`src/rtl/mem_port_arbiter.sv`:
```
// Arbitrates one single-ported, variable-latency memory between instruction fetch and data access.
// Define ARB_STARVE_GUARD_EN to let fetch win a tie after MAX_WAIT consecutive lost ties.
module mem_port_arbiter #(
    parameter int ADDR_W   = 32,
    parameter int DATA_W   = 32,
    parameter int MAX_WAIT = 4
) (
    input  logic              clk,
    input  logic              rst,
    input  logic              if_req,
    input  logic [ADDR_W-1:0] if_addr,
    output logic              if_valid,
    output logic [DATA_W-1:0] if_rdata,
    output logic              if_stall,
    input  logic              dm_req,
    input  logic              dm_we,
    input  logic [2:0]        dm_funct3,
    input  logic [ADDR_W-1:0] dm_addr,
    input  logic [DATA_W-1:0] dm_wdata,
    output logic              dm_valid,
    output logic [DATA_W-1:0] dm_rdata,
    output logic              dm_stall,
    output logic              mem_req,
    output logic              mem_we,
    output logic [2:0]        mem_funct3,
    output logic [ADDR_W-1:0] mem_addr,
    output logic [DATA_W-1:0] mem_wdata,
    input  logic              mem_ack,
    input  logic [DATA_W-1:0] mem_rdata,
    output logic              err_spurious_ack
);

    typedef enum logic [1:0] {
        ST_IDLE,
        ST_IF_ACC,
        ST_DM_ACC,
        ST_RESP
    } state_t;

    state_t            r_state;
    state_t            w_next;
    logic              w_grant_if;
    logic              w_grant_dm;
    logic              w_force_if;
    logic              w_mem_req_nxt;
    logic              w_if_valid_nxt;
    logic              w_dm_valid_nxt;

    logic              r_mem_req;
    logic              r_if_valid;
    logic              r_dm_valid;
    logic              r_we;
    logic [2:0]        r_funct3;
    logic [ADDR_W-1:0] r_addr;
    logic [DATA_W-1:0] r_wdata;
    logic [DATA_W-1:0] r_if_rdata;
    logic [DATA_W-1:0] r_dm_rdata;
    logic              r_err;

`ifdef ARB_STARVE_GUARD_EN
    localparam int CW = ($clog2(MAX_WAIT + 1) > 3) ? $clog2(MAX_WAIT + 1) : 3;
    logic [CW-1:0] r_wait_cnt;
    logic          w_tie_lost;

    assign w_force_if = (r_wait_cnt == CW'(MAX_WAIT));
    assign w_tie_lost = w_grant_dm && if_req;

    always_ff @(posedge clk or negedge rst) begin
        if (!rst) begin
            r_wait_cnt <= '0;
        end else if (w_grant_if) begin
            r_wait_cnt <= '0;
        end else if (w_tie_lost && (r_wait_cnt != '1)) begin
            r_wait_cnt <= r_wait_cnt + 1'b1;
        end
    end
`else
    assign w_force_if = 1'b0;
`endif

    // Arbitration only happens in IDLE; data wins unless the guard forces fetch.
    always_comb begin
        w_grant_if = 1'b0;
        w_grant_dm = 1'b0;
        if (r_state == ST_IDLE) begin
            if (dm_req && !(if_req && w_force_if)) begin
                w_grant_dm = 1'b1;
            end else if (if_req) begin
                w_grant_if = 1'b1;
            end
        end
    end

    always_ff @(posedge clk or negedge rst) begin
        if (!rst) begin
            r_state <= ST_IDLE;
        end else begin
            r_state <= w_next;
        end
    end

    always_comb begin
        w_next = r_state;
        case (r_state)
            ST_IDLE: begin
                if (w_grant_dm) begin
                    w_next = ST_DM_ACC;
                end else if (w_grant_if) begin
                    w_next = ST_IF_ACC;
                end
            end
            ST_IF_ACC, ST_DM_ACC: begin
                if (mem_ack) begin
                    w_next = ST_RESP;
                end
            end
            ST_RESP: w_next = ST_IDLE;
            default: w_next = ST_IDLE;
        endcase
    end

    // Next values of the registered outputs, decoded from the upcoming state.
    always_comb begin
        w_mem_req_nxt  = (w_next == ST_IF_ACC) || (w_next == ST_DM_ACC);
        w_if_valid_nxt = (r_state == ST_IF_ACC) && mem_ack;
        w_dm_valid_nxt = (r_state == ST_DM_ACC) && mem_ack;
    end

    always_ff @(posedge clk or negedge rst) begin
        if (!rst) begin
            r_mem_req  <= 1'b0;
            r_if_valid <= 1'b0;
            r_dm_valid <= 1'b0;
            r_we       <= 1'b0;
            r_funct3   <= '0;
            r_addr     <= '0;
            r_wdata    <= '0;
            r_if_rdata <= '0;
            r_dm_rdata <= '0;
            r_err      <= 1'b0;
        end else begin
            r_mem_req  <= w_mem_req_nxt;
            r_if_valid <= w_if_valid_nxt;
            r_dm_valid <= w_dm_valid_nxt;
            if (w_grant_dm) begin
                r_addr   <= dm_addr;
                r_we     <= dm_we;
                r_funct3 <= dm_funct3;
                r_wdata  <= dm_wdata;
            end else if (w_grant_if) begin
                r_addr   <= if_addr;
                r_we     <= 1'b0;
                r_funct3 <= 3'b010;
                r_wdata  <= '0;
            end
            if (w_if_valid_nxt) begin
                r_if_rdata <= mem_rdata;
            end
            if (w_dm_valid_nxt && !r_we) begin
                r_dm_rdata <= mem_rdata;
            end
            if (mem_ack && !r_mem_req) begin
                r_err <= 1'b1;
            end
        end
    end

    assign mem_req          = r_mem_req;
    assign mem_we           = r_we;
    assign mem_funct3       = r_funct3;
    assign mem_addr         = r_addr;
    assign mem_wdata        = r_wdata;
    assign if_valid         = r_if_valid;
    assign if_rdata         = r_if_rdata;
    assign dm_valid         = r_dm_valid;
    assign dm_rdata         = r_dm_rdata;
    assign err_spurious_ack = r_err;
    assign if_stall         = if_req & ~r_if_valid;
    assign dm_stall         = dm_req & ~r_dm_valid;

endmodule
```
`config.mk`:
```
export PLATFORM = sky130hd
export DESIGN_NAME = mem_port_arbiter
export DESIGN_NICKNAME = d
export VERILOG_FILES = /design/src/rtl/mem_port_arbiter.sv
export SDC_FILE = /design/constraint.sdc
export NUM_CORES = 1
export LEC_CHECK = 0
export CAP_MARGIN = 0
export CORE_MARGIN = 2
export CORE_UTILIZATION = 35
export CTS_CLUSTER_SIZE = 8
export DETAILED_ROUTE_END_ITERATION = 6
export GPL_TIMING_DRIVEN = 0
export PLACE_DENSITY = 0.73
export SLEW_MARGIN = 20
export SYNTH_ARGS = -nofsm -noshare
export SYNTH_HDL_FRONTEND = slang
export SYNTH_SLANG_ARGS = --single-unit
```
`constraint.sdc`:
```
create_clock -name clk -period 3.2 [get_ports clk]
set_clock_uncertainty 0.15 [all_clocks]
set_input_delay 0.64 -clock clk [delete_from_list [all_inputs] [get_ports clk]]
set_output_delay 0.64 -clock clk [all_outputs]
set_load 0.02 [all_outputs]
```
After elaboration in Yosys (flattened, before gate mapping) --
Cells that the tools add are included.
Storage, ports and cells: register bits 138, input bits 137, output and inout bits 138, word-level logic and storage cells 47
Operators by class: eq/ne operators 5, mux-type cells 17, bitwise gates (word level) 4, reductions and logical operators 10
Operators with widths (count):
- $mux W32 | 4
- $mux W1 | 7
- $eq A2 B2 Y1 const B | 3
- $mux W2 | 3
- $mux W3 | 2
- $pmux W2 S3 | 1
- $eq A2 B1 Y1 const B | 2
- $logic_and A1 B1 Y1 | 4
- $and A1 B1 Y1 | 2
- $logic_not A1 Y1 | 2
- $logic_not A2 Y1 | 1
- $not A1 Y1 | 2
- $reduce_bool A2 Y1 | 1
- $reduce_or A2 Y1 | 1
- $logic_or A1 B1 Y1 | 1

Logic depth before layout (Yosys ltp) --
depth after elaboration 8, depth in mapped cells 7, gate-level depth less buffers 6

Worst setup path after synthesis --
OpenSTA, ideal clock, no wires.
kind input-to-output, start point in dm_req, end point out dm_stall, data arrival time 1.469 ns, data required time 2.410 ns, path slack 0.941 ns, stages on the path 4, path buffers 3, cells stage by stage buf_4 > buf_2 > buf_2 > nor2b_1
Between the ends: cells in the longest elaborated chain, start to end 1
RTL lines:
- start: declaration | line 15 | input logic dm_req,
- $and A1 B1 Y1 | line 179 | assign dm_stall = dm_req & ~r_dm_valid;
- end: declaration | line 22 | output logic dm_stall,
Every way passes these cells.

Final worst setup path --
start point in if_req, end point out if_stall
Between the ends: cells in the longest elaborated chain, start to end 1
RTL lines:
- start: declaration | line 10 | input logic if_req,
- $and A1 B1 Y1 | line 178 | assign if_stall = if_req & ~r_if_valid;
- end: declaration | line 14 | output logic if_stall,
Every way passes these cells.

==> metrics.md <==
| Metric | Value |
|---|---|
| Outcome | `finished with violations` |
| Failing checks | `negative hold slack` |
| Count leader, synth | `dfrtp_1` |
| Post-synth cell types | `26` |
| Post-Synthesis Cells | `411` |
| FILL cells | `1293` |
| Register-to-Register Setup Slack | `1.27 ns` |
| Power Internal | `6.50 mW` |
| Final setup violation count | `0` |
| Syn_nets | `551` |
| First-pass GRT wire length | `26.4 mm` |
| Fraction of layout cells with a size suffix above 1 | `17.0%` |
| Startpoint Class | `primary input` |
| Final hold violations | `1` |
| Cell mode on critical path | `clkdlybuf4s50_1` |
| Routed Antenna Nets | `0` |
| Core Region | `15900 um2` |
| Clock slew at reported path FFs | `0.06 ns` |
| Initial antenna violation count | `0` |
| Prevailing post-synth register cell | `dfrtp_1` |
| Commonest cells post-synth | `dfrtp_1 (138), a22o_1 (74), nand2_1 (51)` |
| Vert. Die Dim | `132 um` |
| Sequential share of power | `30.8%` |
| Largest net degree at the start of global routing | `73` |
| Die Wd | `132 um` |
| Clock buffer depth | `2` |
| CTS Buf Count | `17` |
| # IOs | `275` |
| Cts hold-fix bufs | `0` |
| H-tree depth | `4` |
| CP peak stage delay | `0.64 ns` |
| Die area | `17300 um2` |
| Critical path capture point type | `output pin` |
| Nets | `843` |
| Setup repair bufs after CTS | `0` |
| Yosys top cell area share | `60.6%` |
| Seq cells post-synth | `138` |
| Number of synthesized flops with an enable pin | `0` |
| Clock power share | `21.8%` |
| TritonCTS clock tree | `yes` |
| Hold Slack | `-0.00332 ns` |
| WP buf/inv | `3` |
| Post-CTS sizing | `0` |
| Initial Util | `35.8%` |
| Grt ovf | `0` |
| Critical Path RT | `2.41 ns` |
| GRT met3 Usage | `6.64%` |
| Hpwl dp | `12.4 mm` |
| Final worst path period need | `3.06 ns` |
| Port bufs | `273` |
| Worst-Skew Late Latency | `0.42 ns` |
| Vias per inst | `4.83` |
| Placed cell area | `8730 um2` |
| DRT Wirelength | `16.7 mm` |
| Top post-synthesis cells by area | `dfrtp_1 (61%), a22o_1 (11%), mux2_4 (7.9%), mux2_2 (6.7%), nand2_1 (3.4%)` |
| CP arrival | `2.27 ns` |
| Vias | `4501` |
| Max-cap violations | `0` |
| Slew Limit Fails | `0` |
| Synthesis Warnings | `0` |
| Max Fanout on Critical Path | `19` |
| CP cell instances | `clkdlybuf4s50_1 > buf_2 > nor2b_1 > clkdlybuf4s50_1` |
| M1 GR Usage | `22.1%` |
| CP max-delay cell | `clkdlybuf4s50_1` |
| Slew @ Worst Pin | `0.537 ns` |
| P per Cell Area | `1060 nW/um2` |
| DRC violations left | `0` |
| Fmax | `327 MHz` |
| Rel. slew slack | `64.2%` |
| Setup TNS | `0 ns` |
| Combinational share of power | `47.4%` |
| Mapped Avg Cell Area | `13.9 um2` |
| Post-route clock period utilization | `95.5%` |
| Register area share after synthesis | `60.6%` |
| Synthesis-to-finish area growth | `64.7%` |
| Ant. Diodes | `0` |
| Critical path's top delay family | `buffers and inverters` |
| Iter 0 DRT Violations | `167` |
| Drt pass-1 iters | `4` |
| Placed Instances | `901` |
| GRT Total Usage | `19.5%` |
| Switching power | `3.45 mW` |
| Gr busiest metal | `met2` |
| WL/cell | `17.9 um` |
| Dominant cell type by area after synthesis | `dfrtp_1` |
| Maximum VDD drop | `510 uV` |
| Rows | `46` |
| Async S/R FF share, synth | `100%` |
| Synthesized area | `5690 um2` |
| CTS Sinks | `138` |
| Design area | `9380 um2` |
| Unrepaired setup endpoints after global routing | `no` |
| Vias in the first global route | `4890` |
| Placer Congestion | `0.803` |
| CP Class | `in2out` |
| Leak Pwr | `4.22 nW` |
| GR Util met2 | `33.3%` |
| Sw frac | `34.7%` |
| Root Buffer | `clkbuf_16` |
| Fin cells | `932` |
| Worst hold path type | `in2async` |
cell families (layout without fill, tap and decap cells):
family	after synthesis	after routing	synth area share [%]
AND/OR/NAND/NOR	85	85	7.67
buffers and inverters	39	344	3.69
adder cells (fa/ha/maj)	3	3	0.659
AO/OA/AOI/OAI	80	80	12.4
multiplexers	65	65	14.8
flip-flops	138	138	60.6
XOR/XNOR	1	1	0.154
registers in the layout, summed over array words and instances, names as in the netlist:
name              flops
dm_rdata             32
dm_valid              1
err_spurious_ack      1
if_rdata             32
if_valid              1
mem_addr             32
mem_funct3            3
mem_req               1
mem_wdata            32
mem_we                1
r_state               2
layout by cell type, fill, tap and decap left out:
| master | n |
|---|---|
| a211oi_4 | 1 |
| a21o_1 | 1 |
| a22o_1 | 74 |
| a22oi_1 | 1 |
| and2_1 | 2 |
| buf_16 | 1 |
| buf_2 | 15 |
| buf_4 | 4 |
| buf_6 | 4 |
| buf_8 | 1 |
| bufinv_16 | 5 |
| clkbuf_1 | 11 |
| clkbuf_16 | 17 |
| clkbuf_8 | 2 |
| clkdlybuf4s50_1 | 272 |
| clkinv_2 | 2 |
| clkinv_4 | 2 |
| clkinvlp_4 | 2 |
| dfrtp_1 | 138 |
| ha_1 | 3 |
| inv_1 | 6 |
| mux2_2 | 34 |
| mux2_4 | 30 |
| mux2i_1 | 1 |
| nand2_1 | 51 |
| nand2b_1 | 1 |
| nand3b_1 | 25 |
| nor2_1 | 1 |
| nor2b_1 | 4 |
| nor3_2 | 1 |
| o21ai_0 | 1 |
| o21ai_2 | 1 |
| o21bai_1 | 1 |
| xor2_1 | 1 |
path summary, 6_finish.rpt:
| kind | from | cells after the start | to |
|---|---|---|---|
| max in group asynchronous | rst | 2 | dm_rdata[11] |
| min in group clk | err_spurious_ack | 1 | err_spurious_ack |
| worst min register to register | err_spurious_ack | 1 | err_spurious_ack |
| worst min-delay path | rst | 1 | mem_addr[25] |
| worst max register to register | r_state[0] | 7 | mem_wdata[25] |
| worst max-delay path | if_req | 4 | if_stall |
metrics by stage:
stage / setup slack [ns] / utilization (%) / power (mW)
after global placement: -3.96 / 54.7 / 7.69
after floorplan: 0.941 / - / 5.50
after CTS: 0.143 / 59.0 / 10.0
after detailed placement: -0.114 / 55.0 / 7.82
after global routing: 0.0672 / 59.0 / 10.4
final: 0.144 / 59.0 / 9.94
power groups by stage:
stage / Clock, mW / Combinational, mW / Sequential (mW)
floorplan: 0 / 1.50 / 4.00
global placement: 0 / 4.66 / 3.03
detailed placement: 0 / 4.76 / 3.06
CTS: 2.20 / 4.77 / 3.06
global route: 2.28 / 4.96 / 3.16
finish: 2.17 / 4.72 / 3.06
cell type report:
| type | count | area (um2) | share of cell area (%) |
|---|---|---|---|
| plain buffers | 32 | 184 | 1.96 |
| clock inverters | 11 | 193 | 2.05 |
| inverters | 6 | 22.5 | 0.240 |
| well taps | 216 | 270 | 2.88 |
| flip-flops and latches | 138 | 3450 | 36.8 |
| multi-input cells | 234 | 2030 | 21.7 |
| clock buffers | 21 | 460 | 4.91 |
| repair buffers | 274 | 2770 | 29.5 |
metal layers:
metal  share of wire, %  vias to the layer above  routed length, um
li1                   -                     2057                  -
met1                 40                     2211               6720
met2                 50                      202               8360
met3                7.0                       31               1170
met4                2.7                        0                456
met5                  0                        -                  0
No activity file was read; power rests on OpenSTA's default activity.
